<file path="src/rtl/io_channel_if.sv">
// io_channel_if
//   Core-side IO channel bus: one combinational read port and one
//   registered write port, each addressing eight 15-bit channels.
//   Modports:
//     master - the core: drives selects, strobes and write data, receives read data
//     slave  - the responder: receives selects, strobes and write data, drives read data
interface io_channel_if;
  logic [2:0]  IO_read_sel;
  logic        IO_read_en;
  logic [14:0] IO_read_data;
  logic [2:0]  IO_write_sel;
  logic [14:0] IO_write_data;
  logic        IO_write_en;

  modport master (
    output IO_read_sel, IO_read_en, IO_write_sel, IO_write_data, IO_write_en,
    input  IO_read_data
  );

  modport slave (
    input  IO_read_sel, IO_read_en, IO_write_sel, IO_write_data, IO_write_en,
    output IO_read_data
  );
endinterface

</file>
<file path="src/rtl/io_channel_responder.sv">
// io_channel_responder
//   Target side of the core's IO channel bus. Serves eight 15-bit channels:
//     0 scratch register        1 output latch (out_port)
//     2 synchronised in_port    3 TX FIFO status / push
//     4 RX FIFO head / pop      5 FIFO counts + sticky tx_ovf/rx_udf (W1C)
//     6 timer (IO_TIMER_EN)     7 reserved, reads 0
//   Reads are combinational so the core's decode stage sees data in the same
//   cycle; writes take effect on the next rising clock edge.
//   Optional feature macro: IO_TIMER_EN adds a prescaled 15-bit timer on
//   channel 6 with a sticky wrap flag on timer_irq.
// Ports
//   clock, reset          sole clock; synchronous active-high reset
//   io (slave modport)    IO channel read/write bus
//   out_port  [14:0] out  channel 1 latch
//   in_port   [14:0] in   asynchronous external input, read on channel 2
//   tx_valid/tx_ready/tx_data  downlink stream driven from the TX FIFO head
//   rx_valid/rx_ready/rx_data  uplink stream into the RX FIFO
//   timer_irq        out  sticky timer wrap flag (tied 0 without IO_TIMER_EN)
module io_channel_responder #(
  parameter int          FIFO_DEPTH = 8,
  parameter int          TIMER_DIV  = 16,
  parameter logic [14:0] OUT_RESET  = 15'h0000
) (
  input  logic        clock,
  input  logic        reset,
  io_channel_if.slave io,
  output logic [14:0] out_port,
  input  logic [14:0] in_port,
  output logic        tx_valid,
  input  logic        tx_ready,
  output logic [14:0] tx_data,
  input  logic        rx_valid,
  output logic        rx_ready,
  input  logic [14:0] rx_data,
  output logic        timer_irq
);

  localparam int         PTR_W     = (FIFO_DEPTH > 1) ? $clog2(FIFO_DEPTH) : 1;
  localparam logic [4:0] DEPTH_CNT = 5'(FIFO_DEPTH);

  // ---------------- write/read decode ----------------
  logic wr_scratch, wr_out, wr_tx, wr_status;
  logic rx_pop_req;

  assign wr_scratch = io.IO_write_en && (io.IO_write_sel == 3'd0);
  assign wr_out     = io.IO_write_en && (io.IO_write_sel == 3'd1);
  assign wr_tx      = io.IO_write_en && (io.IO_write_sel == 3'd3);
  assign wr_status  = io.IO_write_en && (io.IO_write_sel == 3'd5);
  assign rx_pop_req = io.IO_read_en  && (io.IO_read_sel  == 3'd4);

  // ---------------- simple registers ----------------
  logic [14:0] scratch_reg;
  logic [14:0] out_reg;
  logic [14:0] sync1_reg, sync2_reg;

  always_ff @(posedge clock) begin
    if (reset) begin
      scratch_reg <= '0;
      out_reg     <= OUT_RESET;
      sync1_reg   <= '0;
      sync2_reg   <= '0;
    end else begin
      if (wr_scratch) scratch_reg <= io.IO_write_data;
      if (wr_out)     out_reg     <= io.IO_write_data;
      sync1_reg <= in_port;
      sync2_reg <= sync1_reg;
    end
  end

  assign out_port = out_reg;

  // ---------------- TX FIFO (core -> device) ----------------
  logic [14:0]      tx_mem [FIFO_DEPTH];
  logic [PTR_W-1:0] tx_wr_ptr_reg, tx_rd_ptr_reg;
  logic [4:0]       tx_count_reg;
  logic             tx_full, tx_empty, tx_push, tx_pop;

  assign tx_full  = (tx_count_reg == DEPTH_CNT);
  assign tx_empty = (tx_count_reg == 5'd0);
  // Full is judged on the registered count, so a push into a full FIFO is
  // dropped even when the device drains an entry in the same cycle.
  assign tx_push  = wr_tx && !tx_full;
  assign tx_pop   = tx_valid && tx_ready;
  assign tx_valid = !tx_empty;
  assign tx_data  = tx_mem[tx_rd_ptr_reg];

  always_ff @(posedge clock) begin
    if (tx_push) tx_mem[tx_wr_ptr_reg] <= io.IO_write_data;
  end

  always_ff @(posedge clock) begin
    if (reset) begin
      tx_wr_ptr_reg <= '0;
      tx_rd_ptr_reg <= '0;
      tx_count_reg  <= '0;
    end else begin
      if (tx_push) tx_wr_ptr_reg <= tx_wr_ptr_reg + 1'b1;
      if (tx_pop)  tx_rd_ptr_reg <= tx_rd_ptr_reg + 1'b1;
      case ({tx_push, tx_pop})
        2'b10:   tx_count_reg <= tx_count_reg + 5'd1;
        2'b01:   tx_count_reg <= tx_count_reg - 5'd1;
        default: tx_count_reg <= tx_count_reg;
      endcase
    end
  end

  // ---------------- RX FIFO (device -> core) ----------------
  logic [14:0]      rx_mem [FIFO_DEPTH];
  logic [PTR_W-1:0] rx_wr_ptr_reg, rx_rd_ptr_reg;
  logic [4:0]       rx_count_reg;
  logic             rx_full, rx_empty, rx_push, rx_pop;
  logic [14:0]      rx_head;

  assign rx_full  = (rx_count_reg == DEPTH_CNT);
  assign rx_empty = (rx_count_reg == 5'd0);
  assign rx_ready = !rx_full;
  assign rx_push  = rx_valid && rx_ready;
  assign rx_pop   = rx_pop_req && !rx_empty;
  // No bypass: a word pushed into an empty FIFO appears on the next cycle.
  assign rx_head  = rx_empty ? 15'h0000 : rx_mem[rx_rd_ptr_reg];

  always_ff @(posedge clock) begin
    if (rx_push) rx_mem[rx_wr_ptr_reg] <= rx_data;
  end

  always_ff @(posedge clock) begin
    if (reset) begin
      rx_wr_ptr_reg <= '0;
      rx_rd_ptr_reg <= '0;
      rx_count_reg  <= '0;
    end else begin
      if (rx_push) rx_wr_ptr_reg <= rx_wr_ptr_reg + 1'b1;
      if (rx_pop)  rx_rd_ptr_reg <= rx_rd_ptr_reg + 1'b1;
      case ({rx_push, rx_pop})
        2'b10:   rx_count_reg <= rx_count_reg + 5'd1;
        2'b01:   rx_count_reg <= rx_count_reg - 5'd1;
        default: rx_count_reg <= rx_count_reg;
      endcase
    end
  end

  // ---------------- sticky error flags ----------------
  logic tx_ovf_reg, rx_udf_reg;
  logic tx_ovf_set, rx_udf_set, tx_ovf_clr, rx_udf_clr;

  assign tx_ovf_set = wr_tx && tx_full;
  assign rx_udf_set = rx_pop_req && rx_empty;
  assign tx_ovf_clr = wr_status && io.IO_write_data[14];
  assign rx_udf_clr = wr_status && io.IO_write_data[13];

  // Set has priority over a same-cycle write-1-to-clear.
  always_ff @(posedge clock) begin
    if (reset) begin
      tx_ovf_reg <= 1'b0;
      rx_udf_reg <= 1'b0;
    end else begin
      tx_ovf_reg <= (tx_ovf_reg && !tx_ovf_clr) || tx_ovf_set;
      rx_udf_reg <= (rx_udf_reg && !rx_udf_clr) || rx_udf_set;
    end
  end

  // ---------------- optional timer ----------------
  logic [14:0] timer_rd;

`ifdef IO_TIMER_EN
  localparam int PRE_W = (TIMER_DIV > 1) ? $clog2(TIMER_DIV) : 1;
  localparam logic [PRE_W-1:0] PRE_LAST = PRE_W'(TIMER_DIV - 1);

  logic [PRE_W-1:0] prescale_reg;
  logic [14:0]      timer_reg;
  logic             irq_reg;
  logic             wr_timer, tick;

  assign wr_timer = io.IO_write_en && (io.IO_write_sel == 3'd6);
  assign tick     = (prescale_reg == PRE_LAST);

  // A core write fully overrides any tick or wrap landing on the same edge.
  always_ff @(posedge clock) begin
    if (reset) begin
      prescale_reg <= '0;
      timer_reg    <= '0;
      irq_reg      <= 1'b0;
    end else if (wr_timer) begin
      prescale_reg <= '0;
      timer_reg    <= io.IO_write_data;
      irq_reg      <= 1'b0;
    end else begin
      prescale_reg <= tick ? '0 : prescale_reg + 1'b1;
      if (tick) begin
        timer_reg <= timer_reg + 15'd1;
        if (timer_reg == 15'h7FFF) irq_reg <= 1'b1;
      end
    end
  end

  assign timer_rd  = timer_reg;
  assign timer_irq = irq_reg;
`else
  assign timer_rd  = 15'h0000;
  assign timer_irq = 1'b0;
`endif

  // ---------------- combinational read mux ----------------
  always_comb begin
    io.IO_read_data = 15'h0000;
    case (io.IO_read_sel)
      3'd0: io.IO_read_data = scratch_reg;
      3'd1: io.IO_read_data = out_reg;
      3'd2: io.IO_read_data = sync2_reg;
      3'd3: io.IO_read_data = {tx_full, tx_empty, 8'h00, tx_count_reg};
      3'd4: io.IO_read_data = rx_head;
      3'd5: io.IO_read_data = {tx_ovf_reg, rx_udf_reg, 3'b000, rx_count_reg, tx_count_reg};
      3'd6: io.IO_read_data = timer_rd;
      default: io.IO_read_data = 15'h0000;
    endcase
  end

endmodule

</file>
<file path="src/flat_wrapper.sv">
// flat-port wrapper written by rule: the top's interface ports become plain ports
module io_channel_responder_flat 
#(
  parameter int          FIFO_DEPTH = 8,
  parameter int          TIMER_DIV  = 16,
  parameter logic [14:0] OUT_RESET  = 15'h0000
)
  (clock, reset, out_port, in_port, tx_valid, tx_ready, tx_data, rx_valid, rx_ready, rx_data, timer_irq, io_IO_read_sel, io_IO_read_en, io_IO_write_sel, io_IO_write_data, io_IO_write_en, io_IO_read_data);
  io_channel_if io_i ();
  input  logic clock;
  input  logic reset;
  output logic [14:0] out_port;
  input  logic [14:0] in_port;
  output logic tx_valid;
  input  logic tx_ready;
  output logic [14:0] tx_data;
  input  logic rx_valid;
  output logic rx_ready;
  input  logic [14:0] rx_data;
  output logic timer_irq;
  input wire logic [$bits(io_i.IO_read_sel)-1:0] io_IO_read_sel;
  input wire logic [$bits(io_i.IO_read_en)-1:0] io_IO_read_en;
  input wire logic [$bits(io_i.IO_write_sel)-1:0] io_IO_write_sel;
  input wire logic [$bits(io_i.IO_write_data)-1:0] io_IO_write_data;
  input wire logic [$bits(io_i.IO_write_en)-1:0] io_IO_write_en;
  output wire logic [$bits(io_i.IO_read_data)-1:0] io_IO_read_data;
  assign io_i.IO_read_sel = io_IO_read_sel;
  assign io_i.IO_read_en = io_IO_read_en;
  assign io_i.IO_write_sel = io_IO_write_sel;
  assign io_i.IO_write_data = io_IO_write_data;
  assign io_i.IO_write_en = io_IO_write_en;
  assign io_IO_read_data = io_i.IO_read_data;
  io_channel_responder #(.FIFO_DEPTH(FIFO_DEPTH), .TIMER_DIV(TIMER_DIV), .OUT_RESET(OUT_RESET)) u_core (.clock(clock), .reset(reset), .io(io_i), .out_port(out_port), .in_port(in_port), .tx_valid(tx_valid), .tx_ready(tx_ready), .tx_data(tx_data), .rx_valid(rx_valid), .rx_ready(rx_ready), .rx_data(rx_data), .timer_irq(timer_irq));
endmodule
</file>
<file path="config.mk">
export PLATFORM = sky130hd
export DESIGN_NAME = io_channel_responder_flat
export DESIGN_NICKNAME = d
export VERILOG_FILES = /design/src/rtl/io_channel_if.sv /design/src/rtl/io_channel_responder.sv /design/src/flat_wrapper.sv
export SDC_FILE = /design/constraint.sdc
export NUM_CORES = 1
export LEC_CHECK = 0
export ABC_CLOCK_PERIOD_IN_PS = 5850
export CAP_MARGIN = 20
export CORE_UTILIZATION = 60
export DETAILED_ROUTE_END_ITERATION = 8
export DONT_BUFFER_PORTS = 1
export PLACE_DENSITY = 0.82
export SETUP_SLACK_MARGIN = 0.5
export SYNTH_ARGS = -nofsm -noshare
export SYNTH_HDL_FRONTEND = slang
export SYNTH_SLANG_ARGS = --single-unit
</file>
<file path="constraint.sdc">
create_clock -name clock -period 5.85 [get_ports clock]
set_input_delay 0.585 -clock clock [delete_from_list [all_inputs] [get_ports clock]]
set_output_delay 0.585 -clock clock [all_outputs]
set_load 0.01 [all_outputs]
</file>
==> key figures <==
Clock network
  • Worst-Skew Late Latency: around 0.55 ns
  • Clock slew at reported path FFs: about 0.060 ns
  • Post-CTS setup buffer count: 0
  • Clock sink count: 330
  • Root Buffer Master: clkbuf_16
  • Htree depth: 1
  • Max clock buf depth: 3
  • Post-CTS Resized: 0
  • CTS Buf Count: 31
  • CTS tree: built
  • Hold-fix buffers, CTS: 0

Job
  • Max_cap viols: 0

Setup path
  • R2r startpoint: u_core.tx_count_reg[4]
  • CP Launch Point: u_core.tx_count_reg[4]
  • Worst Path Class, Setup: flop to flop
  • Critical Path AT: 3.69 ns
  • Worst reg2reg path depth: 10
  • CP max FO: 8
  • Crit. End Element: flop
  • FF-to-FF setup slack: between 2 and 3 ns
  • CP Data Required Time: between 6 and 7 ns
  • Crit Reg-Reg Endpoint: u_core.tx_count_reg[4]
  • CP startpoint kind: flop

Timing
  • Period utilization: 0.5584
  • Final setup viols: 0
  • Setup total negative slack: 0 ns
  • RSZ-0062 raised after global routing: no
  • Final hold violation count: 0
  • Setup WS post-layout: between 2 and 3 ns
  • Relative slew slack: 0.2882
  • Worst slew pin tran: 1.066 ns
  • Clk_skew: between 0.01 and 0.015 ns
  • Tmin final: approximately 3.3 ns
  • Fmax: 306.1 MHz
  • Slew Viols, Final: 0

Routing
  • Remaining antenna violation count: 0
  • DR WL/cell: about 24 microns
  • Remaining DRCs: 0
  • 1st-iter DRT viols: around 600
  • Number of vias per cell: 6.265
  • WL final: between 20000 and 30000 microns
  • Initial DRT Pass Iterations: 5
  • Vias post-DR: just over 7k

Yosys
  • Yosys Warn Count: 0
  • Yosys reg bits: 330
  • Fraction of registers with async set/reset: 0
  • Syn_nets: around 910
  • Register area share after synthesis: 0.6842
  • Main synth FF type: edfxtp_1
  • Number of flops mapped to enable cells by yosys: 240
  • Syn Inst Count: 841
  • Syn_area_per_cell: around 16 sq um
  • Synth Cell Area: between 10000 and 15000 sq um
  • Library cells used by synthesis: 57

Place
  • Placer Congestion: between 0.8 and 0.9
  • Pre-CTS setup slack: 2.735 ns
  • Port bufs: 0
  • Inst Count DP: 1073
  • Post-DP HPWL: between 15000 and 20000 microns

Layout
  • Nets: 900
  • Layout Cells excl Fill: between 1k and 1.5k
  • Commonest cells after routing, fill and taps aside: edfxtp_1 (240), dfxtp_1 (88), nand2_1 (83), mux4_2 (60), a21oi_1 (43)
  • Area Overhead vs Synth: 9.398%
  • Top flop regs: u_core.rx_mem: 120 flops, u_core.tx_mem: 120 flops
  • Register area: roughly 9000 sq um
  • Commonest non-fill, non-tap cell in the layout: edfxtp_1
  • Layout cells sized above 1: 0.1925
  • Finished Core Util: 0.6767
  • Fill cells: between 1k and 1.5k
  • Multi-input gate area: between 3000 and 4000 sq um

Power and ir drop
  • PnR Total Power: 0.005119 W
  • Pwr Density: about 360 nW/um^2
  • Leakage power: 4.611 nW
  • Sequential share of power: 0.518
  • Clk pwr share: 0.367
  • Peak VDD IR: between 0.2 and 0.3 mV
  • Switch share: 0.2321
  • Logic pwr share: 0.116
  • NetSw: ~0.0012 W
  • Internal power: 0.003931 W

Min path
  • Hold depth: 1
  • Min-Delay Endpoint: u_core.sync1_reg[2]
  • Hold path start: reset
  • Hold Path Class: input pin to flop

Floorplanning
  • Number of top-level pins: roughly 110
  • Die H: ~150 microns
  • Width of the die: about 150 microns
  • Starting Density: 0.6185
  • FP Rows: 53
  • Core footprint: 21290 sq um
  • DIE AREA: between 20000 and 25000 sq um

GRT
  • Largest net degree at the start of global routing: 97
  • Vias in the first global route: 7185
  • Gr ovfl total: 0
  • Total GRT Usage: 0.2464
  • Global-route wire length before repair: around 41000 microns
  • Initial antenna violation count: 1

Run status
  • Outcome: complete, no violations
## metrics by stage
stage                     hold WS [ns]  cell area (sq um)
final                           0.1115              14400
after CTS                      0.08828              14360
after global placement          0.4271              13400
after global routing           0.09470              14400
after detailed placement        0.4323              13400
after floorplan                 0.4138              13170
## worst max-delay path by stage
stage                        endpoint  slack, ns  cells after the start
6_report       u_core.tx_count_reg[4]       2.58                     10
5_1_grt        u_core.tx_count_reg[4]       2.36                     10
4_1_cts            io_IO_read_data[2]       2.35                      3
3_5_place_dp   u_core.tx_count_reg[4]       2.73                     10
3_3_place_gp   u_core.tx_count_reg[4]       2.92                     10
2_1_floorplan     u_core.tx_mem[2][0]       2.58                      4
## kinds of logic after synthesis
| family | count (synthesis) | share of synthesized area |
|---|---|---|
| xor gates and xnor gates | 15 | 0.009978 |
| and+or+nand+nor | 215 | 0.07983 |
| adders and majority gates | 10 | 0.009503 |
| DFF | 330 | 0.6842 |
| other | 1 | 0.0002848 |
| AOI/OAI and AO/OA | 95 | 0.04818 |
| buffers and inverters | 62 | 0.02347 |
| muxes | 113 | 0.1445 |
## critical path, cell delays in order (launching register included)
cell      delay [ns]
dfxtp_1         0.38
nor4_1          0.65
a21oi_2         0.20
inv_1           0.27
ha_1            0.38
xor2_1          0.12
ha_1            0.20
a21oi_2         0.21
a32oi_1         0.18
or4_1           0.44
o311ai_0        0.12
## area by class of cell
type,instances,share of cell area
Inverter,8,0.002085
Tap cell,275,0.02389
Multi-Input combinational cell,449,0.2727
Timing Repair Buffer,13,0.008513
Antenna cell,1,0.0001737
Clock inverter,8,0.003475
Clock buffer,49,0.06359
Sequential cell,330,0.6256
## metal layers
metal | vias to the layer above | wire (microns) | track usage
li1 | 3180 | - | -
met1 | 3507 | 9679 | 0.2996
met2 | 346 | 13430 | 0.4259
met3 | 65 | 2635 | 0.06152
met4 | 0 | 1002 | 0.09141
met5 | - | 0 | 0
## Yosys cell counts (all sizes together), types with 4 or more instances
library cell | n | share of area
nand3 | 6 | 0.0023
nor3b | 4 | 0.0027
dfxtp | 90 | 0.14
nand2b | 10 | 0.0048
xor2 | 12 | 0.0080
nor2 | 47 | 0.013
buf | 35 | 0.016
mux4 | 60 | 0.10
o21ai | 8 | 0.0056
mux2i | 36 | 0.027
a31oi | 7 | 0.0033
nor3 | 10 | 0.0038
o221ai | 10 | 0.0067
inv | 8 | 0.0023
nand2 | 83 | 0.024
o22ai | 6 | 0.0029
nor2b | 32 | 0.015
or4 | 5 | 0.0034
ha | 10 | 0.0095
clkbuf | 19 | 0.0055
mux2 | 17 | 0.015
a21oi | 45 | 0.018
edfxtp | 240 | 0.55
## power groups by stage
| stage | Clock [W] | Combinational [W] | Sequential, W |
|---|---|---|---|
| floorplan | 0 | 0.000531 | 0.00265 |
| global placement | 0 | 0.000522 | 0.00272 |
| detailed placement | 0 | 0.000542 | 0.00273 |
| CTS | 0.00190 | 0.000548 | 0.00268 |
| global route | 0.00199 | 0.000644 | 0.00266 |
| finish | 0.00188 | 0.000592 | 0.00265 |
No activity file was read; power rests on OpenSTA's default activity.
